`src/rtl/sequential_divider_pkg.sv`:
```
// Shared definitions for the restoring divider: FSM state encoding and a
// constant-evaluable ceil(log2) used to size the bit counter.
package divider_pkg;

   typedef enum logic [1:0] {
      ST_IDLE = 2'd0,
      ST_RUN  = 2'd1,
      ST_FIN  = 2'd2
   } state_e;

   function automatic int clog2(input int value);
      int result;
      int remaining;
      result    = 32'sd0;
      remaining = value - 32'sd1;
      while (remaining > 32'sd0) begin
         result    = result + 32'sd1;
         remaining = remaining >>> 1;
      end
      return result;
   endfunction

endpackage

```
`src/rtl/sequential_divider_trial_subtractor.sv`:
```
// Trial subtraction for one restoring-division step: compares the shifted
// partial remainder against the divisor and yields the low bits of the result.
module trial_subtractor #(
   parameter int WIDTH = 8
) (
   input  logic [WIDTH:0]   minuend,
   input  logic [WIDTH-1:0] subtrahend,
   output logic [WIDTH-1:0] difference,
   output logic             borrow
);

   // When there is no borrow the true difference is below the divisor, so the
   // low WIDTH bits carry the whole result.
   assign borrow     = (minuend < {1'b0, subtrahend});
   assign difference = minuend[WIDTH-1:0] - subtrahend;

endmodule

```
`src/rtl/sequential_divider.sv`:
```
// Unsigned restoring shift-subtract divider, one quotient bit per clock,
// with a Start/Busy/Done handshake and results held until the next Start.
module sequential_divider
   import divider_pkg::*;
#(
   parameter int WIDTH = 8
) (
   input  logic             Clock,
   input  logic             Reset,
   input  logic             Start,
   input  logic [WIDTH-1:0] Dividend,
   input  logic [WIDTH-1:0] Divisor,
   output logic             Busy,
   output logic             Done,
   output logic [WIDTH-1:0] Quotient,
   output logic [WIDTH-1:0] Remainder,
   output logic             DivByZero
);

   localparam int CNT_W = (clog2(WIDTH) < 32'sd1) ? 32'sd1 : clog2(WIDTH);
   localparam logic [CNT_W-1:0] CNT_INIT = CNT_W'(WIDTH - 1);

   state_e           state_q, state_d;
   logic [CNT_W-1:0] count_q, count_d;
   logic [WIDTH-1:0] rem_q, rem_d;
   logic [WIDTH-1:0] q_q, q_d;
   logic [WIDTH-1:0] dvsr_q, dvsr_d;
   logic [WIDTH-1:0] quot_q, quot_d;
   logic [WIDTH-1:0] remo_q, remo_d;
   logic             dbz_q, dbz_d;
   logic             busy_q, busy_d;
   logic             done_q, done_d;

   logic [WIDTH:0]   shifted_s;
   logic [WIDTH-1:0] diff_s;
   logic             borrow_s;
   logic [WIDTH-1:0] rem_step_s;
   logic [WIDTH-1:0] q_step_s;

   assign shifted_s = {rem_q, q_q[WIDTH-1]};

   trial_subtractor #(
      .WIDTH (WIDTH)
   ) u_trial (
      .minuend    (shifted_s),
      .subtrahend (dvsr_q),
      .difference (diff_s),
      .borrow     (borrow_s)
   );

   // One restoring step: keep the shifted remainder on borrow, else take the difference.
   always_comb begin
      rem_step_s = shifted_s[WIDTH-1:0];
      q_step_s   = {q_q[WIDTH-2:0], ~borrow_s};
      if (borrow_s) begin
         rem_step_s = shifted_s[WIDTH-1:0];
      end else begin
         rem_step_s = diff_s;
      end
   end

   // Next-state and datapath updates; the result registers move only on entry to FIN.
   always_comb begin
      state_d = state_q;
      count_d = count_q;
      rem_d   = rem_q;
      q_d     = q_q;
      dvsr_d  = dvsr_q;
      quot_d  = quot_q;
      remo_d  = remo_q;
      dbz_d   = dbz_q;
      case (state_q)
         ST_RUN: begin
            rem_d = rem_step_s;
            q_d   = q_step_s;
            if (count_q == {CNT_W{1'b0}}) begin
               state_d = ST_FIN;
               quot_d  = q_step_s;
               remo_d  = rem_step_s;
            end else begin
               count_d = count_q - {{(CNT_W-1){1'b0}}, 1'b1};
            end
         end
         ST_IDLE, ST_FIN: begin
            if (Start) begin
               dvsr_d = Divisor;
               if (Divisor == {WIDTH{1'b0}}) begin
                  state_d = ST_FIN;
                  quot_d  = {WIDTH{1'b1}};
                  remo_d  = Dividend;
                  dbz_d   = 1'b1;
               end else begin
                  state_d = ST_RUN;
                  count_d = CNT_INIT;
                  rem_d   = {WIDTH{1'b0}};
                  q_d     = Dividend;
                  dbz_d   = 1'b0;
               end
            end else begin
               state_d = ST_IDLE;
            end
         end
         default: begin
            state_d = ST_IDLE;
         end
      endcase
      busy_d = (state_d == ST_RUN);
      done_d = (state_d == ST_FIN);
   end

   // State and output registers with synchronous reset.
   always_ff @(posedge Clock) begin
      if (Reset) begin
         state_q <= ST_IDLE;
         count_q <= {CNT_W{1'b0}};
         rem_q   <= {WIDTH{1'b0}};
         q_q     <= {WIDTH{1'b0}};
         dvsr_q  <= {WIDTH{1'b0}};
         quot_q  <= {WIDTH{1'b0}};
         remo_q  <= {WIDTH{1'b0}};
         dbz_q   <= 1'b0;
         busy_q  <= 1'b0;
         done_q  <= 1'b0;
      end else begin
         state_q <= state_d;
         count_q <= count_d;
         rem_q   <= rem_d;
         q_q     <= q_d;
         dvsr_q  <= dvsr_d;
         quot_q  <= quot_d;
         remo_q  <= remo_d;
         dbz_q   <= dbz_d;
         busy_q  <= busy_d;
         done_q  <= done_d;
      end
   end

   assign Busy      = busy_q;
   assign Done      = done_q;
   assign Quotient  = quot_q;
   assign Remainder = remo_q;
   assign DivByZero = dbz_q;

endmodule

```
`config.mk`:
```
export PLATFORM = sky130hd
export DESIGN_NAME = sequential_divider
export DESIGN_NICKNAME = d
export VERILOG_FILES = /design/src/rtl/sequential_divider_pkg.sv /design/src/rtl/sequential_divider_trial_subtractor.sv /design/src/rtl/sequential_divider.sv
export SDC_FILE = /design/constraint.sdc
export NUM_CORES = 1
export LEC_CHECK = 0
export CORE_MARGIN = 3
export CORE_UTILIZATION = 53
export DETAILED_ROUTE_END_ITERATION = 16
export GPL_ROUTABILITY_DRIVEN = 0
export PLACE_DENSITY = 0.79
export SKIP_CTS_REPAIR_TIMING = 1
export SLEW_MARGIN = 30
export SYNTH_ARGS = -nofsm -noshare
export SYNTH_HDL_FRONTEND = slang
export SYNTH_SLANG_ARGS = --single-unit
```
`constraint.sdc`:
```
create_clock -name Clock -period 2.25 [get_ports Clock]
set_clock_uncertainty 0.05 [all_clocks]
set_input_delay 0.45 -clock Clock [delete_from_list [all_inputs] [get_ports Clock]]
set_output_delay 0.45 -clock Clock [all_outputs]
set_load 0.05 [all_outputs]
```
## Word-level counts from Yosys, hierarchy flattened

Index checks and enable logic that the tools add are counted.
W data, S select, Z words.

- Logic and storage cells: 56
- Flip-flop bits (word level): 48

- $add $sub $neg: 2
- Magnitude comparators: 1
- Equal/unequal tests: 9
- Mux-type cells: 24
- Reductions and logical operators: 9
- Bitwise operators: 1

Operators by type and width:

| cell | number |
|---|---|
| $mux W8 | 11 |
| $pmux W8 S2 | 4 |
| $ne A2 B2 Y1 const B | 5 |
| $lt A9 B8 Y1 | 1 |
| $mux W3 | 3 |
| $logic_not A8 Y1 | 1 |
| $reduce_and A4 Y1 | 2 |
| $sub A8 B8 Y8 | 1 |
| $mux W2 | 3 |
| $pmux W3 S2 | 1 |
| $eq A2 B1 Y1 const B | 2 |
| $eq A2 B2 Y1 const B | 2 |
| $pmux W2 S2 | 1 |
| $logic_not A3 Y1 | 1 |
| $reduce_and A3 Y1 | 1 |
| $sub A3 B1 Y3 const B | 1 |
| $logic_not A2 Y1 | 1 |
| $reduce_and A2 Y1 | 1 |
| $reduce_bool A2 Y1 | 1 |
| $reduce_or A2 Y1 | 1 |
| $mux W1 | 1 |
| $not A1 Y1 | 1 |

## Longest topological paths before layout

Gate-level depths: netlist of the first run.

- Depth in word-level cells: 5
- Gate-level depth with buffers: 10
- Mapped depth without buffers: 10

## Hierarchy

Synthesis of the first run repeated with hierarchy kept, for this count alone.

- Cells, all modules: 273
- Area total of the unflattened synthesis: 2532.4 um2

Modules (own cells, without submodules):

| module | instances | area each (um2) | cells an instance | sequential area each (um2) |
|---|---|---|---|---|
| sequential_divider | 1 | 2159.6 | 223 | 960.9 |
| trial_subtractor | 1 | 372.9 | 50 | 0.0 |

## Worst setup path before layout of the first run

No wires, ideal clock.

- Kind: register to register
- Start: reg q_q[7]
- End: reg remo_q[6] (netlist: Remainder[6])
- Arrival: 1922 ps
- Cell stages (with the launch flop): 11
- Clock period less this slack: 2058 ps
- Required time: 2114 ps
- Slack: 192 ps
- Buffers on the path: 0
- Cells stage by stage: dfxtp_1 > inv_1 > ha_1 > inv_1 > fa_1 > a211oi_1 > o21bai_1 > a21oi_1 > xnor2_1 > mux2i_1 > a221oi_2

- Cells in the longest elaborated chain, start to end: 4
- Elaborated cells on any way between the ends: 5

RTL lines:

| what | RTL line | text |
|---|---|---|
| start: declaration | sequential_divider.sv:26 | `logic [WIDTH-1:0] q_q, q_d;` |
| start signal: assignment | sequential_divider.sv:117 | `q_q <= {WIDTH{1'b0}};` |
| start signal: assignment | sequential_divider.sv:128 | `q_q <= q_d;` |
| $sub A8 B8 Y8 or $lt A9 B8 Y1 (tied branches) | sequential_divider_trial_subtractor.sv:15, sequential_divider_trial_subtractor.sv:14 |  |
| $mux W8 * | sequential_divider.sv:55 | `if (borrow_s) begin` |
| $mux W8 * | sequential_divider.sv:76 | `if (count_q == {CNT_W{1'b0}}) begin` |
| $pmux W8 S2 * | sequential_divider.sv:72 | `case (state_q)` |
| end signal: assignment | sequential_divider.sv:120 | `remo_q <= {WIDTH{1'b0}};` |
| end signal: assignment | sequential_divider.sv:131 | `remo_q <= remo_d;` |
| end: declaration | sequential_divider.sv:29 | `logic [WIDTH-1:0] remo_q, remo_d;` |

Every way passes the cells marked *; elsewhere a longest branch is shown, timed or not. The select of a mux whose other input is x is not followed.
A chain may end at the register's enable or synchronous reset.

## Worst setup path after layout of the first run

Ends and elaborated chain as after synthesis.

==> results of run 1 <==
==> metal layers <==
layer / up-vias / track usage, %
met2: 79 / 39.0
met1: 1060 / 29.9
li1: 1108 / -
met5: - / 0
met3: 15 / 5.68
met4: 0 / 10.3
==> worst paths after layout <==
kind,to,slack (ps)
max,Remainder[6],20
min,dvsr_q[6],410
max reg2reg,Remainder[6],20
min reg2reg,dvsr_q[6],410
==> stage by stage <==
| step | total power [mW] | utilization [%] |
|---|---|---|
| 2_1_floorplan | 1.49 | - |
| 3_3_place_gp | 1.70 | 68.1 |
| 3_5_place_dp | 1.72 | 68.1 |
| 4_1_cts | 2.24 | 70.1 |
| 5_1_grt | 2.41 | 71.7 |
| 6_report | 2.30 | 71.7 |
==> power by group through the flow <==
stage	Combinational, mW	Sequential [mW]	Clock (mW)
floorplan	0.448	1.04	0
global placement	0.725	0.977	0
detailed placement	0.741	0.979	0
CTS	0.746	0.960	0.532
global route	0.883	0.970	0.560
finish	0.812	0.962	0.527
==> cells by family (layout without fill, tap and decap cells) <==
logic type               Yosys count  in the layout
AO/OA/AOI/OAI                     75             75
XOR/XNOR                           4              4
adder cells (fa/ha/maj)           11             11
buffers and inverters             27             86
flip-flops                        48             48
multiplexers                      11             11
AND/OR/NAND/NOR                   99             99
==> synthesized netlist by cell type, drive strengths merged, types with 2 or more instances <==
| cell type | count | area share, % |
|---|---|---|
| a211oi | 7 | 2.1 |
| a21o | 2 | 0.67 |
| a21oi | 26 | 5.8 |
| a22o | 3 | 1.1 |
| a31oi | 5 | 1.3 |
| a41o | 2 | 0.82 |
| and2 | 2 | 0.51 |
| buf | 11 | 3.1 |
| clkbuf | 3 | 0.46 |
| dfxtp | 48 | 39 |
| ha | 10 | 5.1 |
| inv | 12 | 1.8 |
| mux2i | 11 | 4.5 |
| nand2 | 31 | 5.2 |
| nand2b | 2 | 0.51 |
| nand3 | 5 | 1.2 |
| nand4 | 3 | 0.77 |
| nor2 | 32 | 5.2 |
| nor2b | 4 | 1.1 |
| nor3 | 7 | 1.9 |
| nor3b | 5 | 1.5 |
| nor4 | 3 | 1.3 |
| o21ai | 9 | 1.8 |
| o221a | 7 | 3.2 |
| o22ai | 2 | 0.51 |
| xnor2 | 2 | 0.72 |
| xor2 | 2 | 0.72 |
==> worst min-delay path, stage by stage (launching register included) <==
cell and delay, ps:
dfxtp_1 320, nand2_1 50, a21oi_1 50
==> final cells by class <==
cell class	instances	area [um2]	area share, %
inverters	13	48.8	1.54
clock inverters	3	18.8	0.593
flip-flops and latches	48	963	30.4
repair buffers	65	618	19.5
multi-input cells	200	1380	43.7
clock buffers	5	68.8	2.17
well taps	52	65.1	2.06
==> flip-flops by register name, summed over array words and instances, names as in the netlist <==
register and count:
Quotient 8, count_q 3, q_q 8, rem_q 8, dvsr_q 8, DivByZero 1
Done 1, Remainder 8, Busy 1, state_q 2
==> impl_metrics.csv, run 1 <==
group,metric,value,unit
critical_path,end_kind,"flop",
synthesis,synth_compound_gate_area_share,22.4,%
synthesis,synthMuxAreaShare,4.50,%
route,wl_met1,2560,um
layout,drive_above_1_share,21.0,%
synthesis,synthCells,275,
grt,grt_pass1_vias,2160,
critical_path,crit_path_start_kind,"flop",
synthesis,synth.cell_area,2450,um2
floorplan,coreArea,4410,um2
route,wl_met3,412,um
layout,final_cell_mix,"dfxtp_1 (46), clkdlybuf4s50_1 (37), nor2_1 (31)",
grt,grt_pass1_wl,10000,um
synthesis,ys_warn_count,0,
min_path,hp-start,"dvsr_q[6]",
power_and_ir_drop,cellLeakagePower,1.23,nW
critical_path,crit_path_start,"q_q[7]",
run,max_cap_violations,0,
synthesis,synthAdderAreaFrac,5.93,%
clock_tree,clock_path_buffers,2,
power_and_ir_drop,sw_frac_of_total,35.5,%
power_and_ir_drop,power.density,727,nW/um2
layout,fillers,337,
power_and_ir_drop,clock_power_share,22.9,%
critical_path,crit_buf_inv,2,
clock_tree,cts-htree-levels,2,
grt,overflow,0,
critical_path,critPathSlowestCell,"fa_2",
sta,min_period,2230,ps
layout,antenna_cells,0,
power_and_ir_drop,p_int,1.48,mW
layout,fin_area,3160,um2
synthesis,ys_ff_latch,48,
route,detail-route-antenna-nets,0,
critical_path,path_class,"flop to flop",
critical_path,crit_fanout,3,
power_and_ir_drop,seqPwrFrac,41.8,%
placed_design,post-dp-hpwl,4480,um
sta,tightest_slew,525,ps
critical_path,cp_slowest_stage_delay,370,ps
synthesis,yosys.area_share.simple,21.0,%
floorplan,die_x,73.9,um
clock_tree,cts_made_buffers,5,
sta,post-route-period-util,99.2,%
placed_design,portBuffers,37,
placed_design,place_area,3010,um2
min_path,worstHoldPathType,"flop to flop",
clock_tree,cts.clk_slew.worst_paths,90,ps
min_path,hold_depth,2,
route,drt-pass1-iter-count,4,
route,highest_layer,"met4",
layout,syn_to_final_growth,29.4,%
synthesis,synth-seq-area-share,39.3,%
clock_tree,clock_sinks,48,
clock_tree,insertion_delay,310,ps
critical_path,cpLargestDelayFamily,"compound AO/OA/AOI/OAI gates",
synthesis,synth.distinct_cells,59,
clock_tree,cts_tree,"built",
synthesis,synth_xor_area_share,1.43,%
clock_tree,cts-root-buf,"clkbuf_8",
sta,slew_violations,0,
sta,post-route-worst-setup-slack,19.0,ps
placed_design,place_inst,373,
critical_path,timing.critical_path.required,2430,ps
floorplan,dieArea,5470,um2
route,drc,0,
synthesis,avgSynthCellArea,8.89,um2
critical_path,cp_cell_sequence,"inv_2 -> ha_4 -> inv_1 -> fa_2 -> a211oi_2 -> o21bai_1 -> a21oi_1 -> xnor2_1 -> mux2i_2 -> a221oi_2",
run_status,outcome,"completed",
critical_path,critPathArrivalTime,2410,ps
grt,grt_usage,23.8,%
synthesis,synth_top_family_by_area,"compound AO/OA/AOI/OAI gates",
route,wl_per_cell,16.0,um
synthesis,synth_edf_count,0,
critical_path,path_depth,10,
synthesis,synth.net_count,305,
floorplan,rows,24,
critical_path,r2r_cells,10,
synthesis,synth_flop_cell,"dfxtp_1",
sta,setup_tns,0,ps
sta,holdWs,407,ps
floorplan,die_h,73.9,um
floorplan,start_util,55.4,%
sta,finalSetupViolations,0,
grt,antenna_found_initial,0,
layout,layoutNonFillerInstCount,386,
floorplan,io_pins,38,
sta,slew_headroom,64.9,%
route,via_per_inst,5.86,
layout,layout.nets,363,
synthesis,async_flop_share,0,%
sta,hold_violations,0,
sta,fmax,448,MHz
route,drt_iter0_markers,148,
layout,layout_commonest_cell,"dfxtp_1",
route,vias,2262,
placed_design,dp_slack,-76.7,ps
critical_path,reg2reg_from,"q_q[7]",
power_and_ir_drop,pwr-share-comb,35.3,%
route,dr_wl_met2,3080,um
route,drt-total-wl,6190,um
grt,grt_start_max_net_pins,34,
power_and_ir_drop,irDropWorstVdd,0.451,mV
power_and_ir_drop,switchingPower,0.817,mW
Power figures use the tool's default switching activity.
==> inputs of run 2 (changes only) <==
- CTS_CLUSTER_DIAMETER: unset -> 120
==> results of run 2 <==
The final DEF is identical to that of run 1; final timing and power are the same.
==> edit, RTL diff (settings of run 2) <==
Add an input register stage for `Dividend`, with the module's reset; this delays it by one clock. The other inputs are not delayed to match.
--- a/src/rtl/sequential_divider.sv
+++ b/src/rtl/sequential_divider.sv
@@ -19,6 +19,16 @@
 
    localparam int CNT_W = (clog2(WIDTH) < 32'sd1) ? 32'sd1 : clog2(WIDTH);
    localparam logic [CNT_W-1:0] CNT_INIT = CNT_W'(WIDTH - 1);
+
+   logic [WIDTH-1:0] Dividend_q;
+
+   always_ff @(posedge Clock) begin
+      if (Reset) begin
+         Dividend_q <= '0;
+      end else begin
+         Dividend_q <= Dividend;
+      end
+   end
 
    state_e           state_q, state_d;
    logic [CNT_W-1:0] count_q, count_d;
@@ -87,13 +97,13 @@
                if (Divisor == {WIDTH{1'b0}}) begin
                   state_d = ST_FIN;
                   quot_d  = {WIDTH{1'b1}};
-                  remo_d  = Dividend;
+                  remo_d  = Dividend_q;
                   dbz_d   = 1'b1;
                end else begin
                   state_d = ST_RUN;
                   count_d = CNT_INIT;
                   rem_d   = {WIDTH{1'b0}};
-                  q_d     = Dividend;
+                  q_d     = Dividend_q;
                   dbz_d   = 1'b0;
                end
             end else begin
Check against the original RTL: not equivalent (a bounded check fails within 4 cycles, from zero or initial values and one cycle with Reset high).
==> edit against run 2 <==
Sequential cell count increased by 8. Global-route usage shrank 2.5 points. Wire length is 7.6% lower. Final area decreased by 0.28%. Utilization is 0.68 points lower. Area after synthesis rose by 2.0%. Combinational power fell by 11%. Via count shrank 5.9%. Total power up 4.6%. Setup slack improved by 54 ps. Critical path type unchanged. Critical endpoint is now rem_q[2]. Largest cell class unchanged. Highest routed layer unchanged.
==> edit: results (changes against run 2) <==
** Hold path
- Hold Crit Start :: dvsr_q[2]
- Worst Hold Endpoint :: dvsr_q[2]

** Layout
- The portion of the layout cell area used by non-clock buffers is 17.4% (-2.1 points).
- Buffers outside the clock class :: 61 (-6.2%)
- Multi-input logic area :: 1280 um^2 (-7.2%)
- The number of non-clock inverters in the layout is 12 (-1).
- The total number of multi-input combinational cells is 189 (-5.5%).
- The fraction of area in clock buffers and inverters was 2.85% (+0.087 points).
- Nets@finish :: 355 (-2.2%)
- Fill cell instance count of the final layout :: 362 (+7.4%)

** Pwr
- The switching power share of the total was 32.5% (-3.0 points).
- The total sequential power was 1.12 mW (+16%).
- Part of the total power dissipated in sequential elements :: 46.4% (+4.6 points)
- VDD IR max :: 0.507 mV (+12%)
- Power attributed to the clock group :: 0.567 mW (+7.6%)
- The leakage dissipation is 1.25 nW (+1.5%).

** Yosys
- By count the netlist is led by 56 x dfxtp_1, 35 x nand2_1, 23 x nor2_1.
- Biggest area contributors in the synthesized netlist :: dfxtp_1 45%, nand2_1 5.3%, ha_1 5.0%
- The fraction of the yosys area taken by sequential cells was 44.9% (+5.6 points).
- Post-synthesis net count :: 299 (-2.0%)
- Post-synthesis cell type count :: 46 (-22%)
- Synth Area per Inst :: 9.28 um^2 (+4.3%)

** Detailed routing
- The total vias in the final route came to 2129 (-5.9%).
- The DRC violation total after the first TritonRoute iteration was 166 (+12%).

** Global route
- First-pass GRT wire length :: 9110 um (-9.1%)
- Vias in the first global route :: 1929 (-11%)
- Largest net degree at the start of global routing :: 19 (-44%)
- The total track usage came to 21.3% (-2.5 points).

** Place
- The detailed placer's ending HPWL is 4290 um (-4.2%).
- The placed instance count came to 364 (-2.4%).
- The worst slack after detailed placement came to -107 ps (-29.8 ps).
- Dpl cell area :: 3000 um^2 (-0.25%)

** STA
- The transition time of the tightest slew-check pin is 505 ps (-20.2 ps).
- The worst hold slack was 410 ps (+2.60 ps).

** Status
- The flow ran to the end, and the final reports show no timing, DRC or antenna violations.

** Clock tree
- CTS sink cnt :: 56 (+17%)

** Critical path
- Delay of the slowest cell on the worst path :: 350 ps (-20 ps)
- Slowest library cell on the worst path :: dfxtp_1
- Data arrival, critical path :: 2330 ps (-80 ps)
- In this run the critical register-to-register path is launched from dvsr_q[3].
- Worst Reg-to-Reg Cells :: 9 (-1)
- Setup slack on the worst flop-to-flop path :: 70 ps (+50 ps)

** Floorplan
- The overall die area was 5570 um^2 (+1.9%).
-- edit: cell count changes after synthesis, sizes merged, moves of 5 or more --
cell	change
buf	-5
nor2	-7
nor3	-5
a211oi	+5
nand2	+5
nor2b	+7
o221ai	+5
dfxtp	+8
nor3b	-5
-- edit: cell families (layout without fill, tap and decap cells) --
| kind of cell | Yosys count | after routing | share of synthesized area [%] |
|---|---|---|---|
| AND/OR/NAND/NOR | 89 | 89 | 17.1 |
| AO/OA/AOI/OAI | 71 | 71 | 20.5 |
| flip-flops | 56 | 56 | 44.9 |
| buffers and inverters | 24 | 81 | 4.56 |
| multiplexers | 14 | 14 | 5.71 |
| adder cells (fa/ha/maj) | 11 | 11 | 5.81 |
| XOR/XNOR | 4 | 4 | 1.40 |
-- edit: per-layer routing --
metal	up-vias	global-route usage (%)	share of wire, %
met5	-	0	0
met4	0	7.51	1.3
met3	7	4.67	3.8
met2	43	33.6	47
met1	1012	29.0	48
li1	1067	-	-
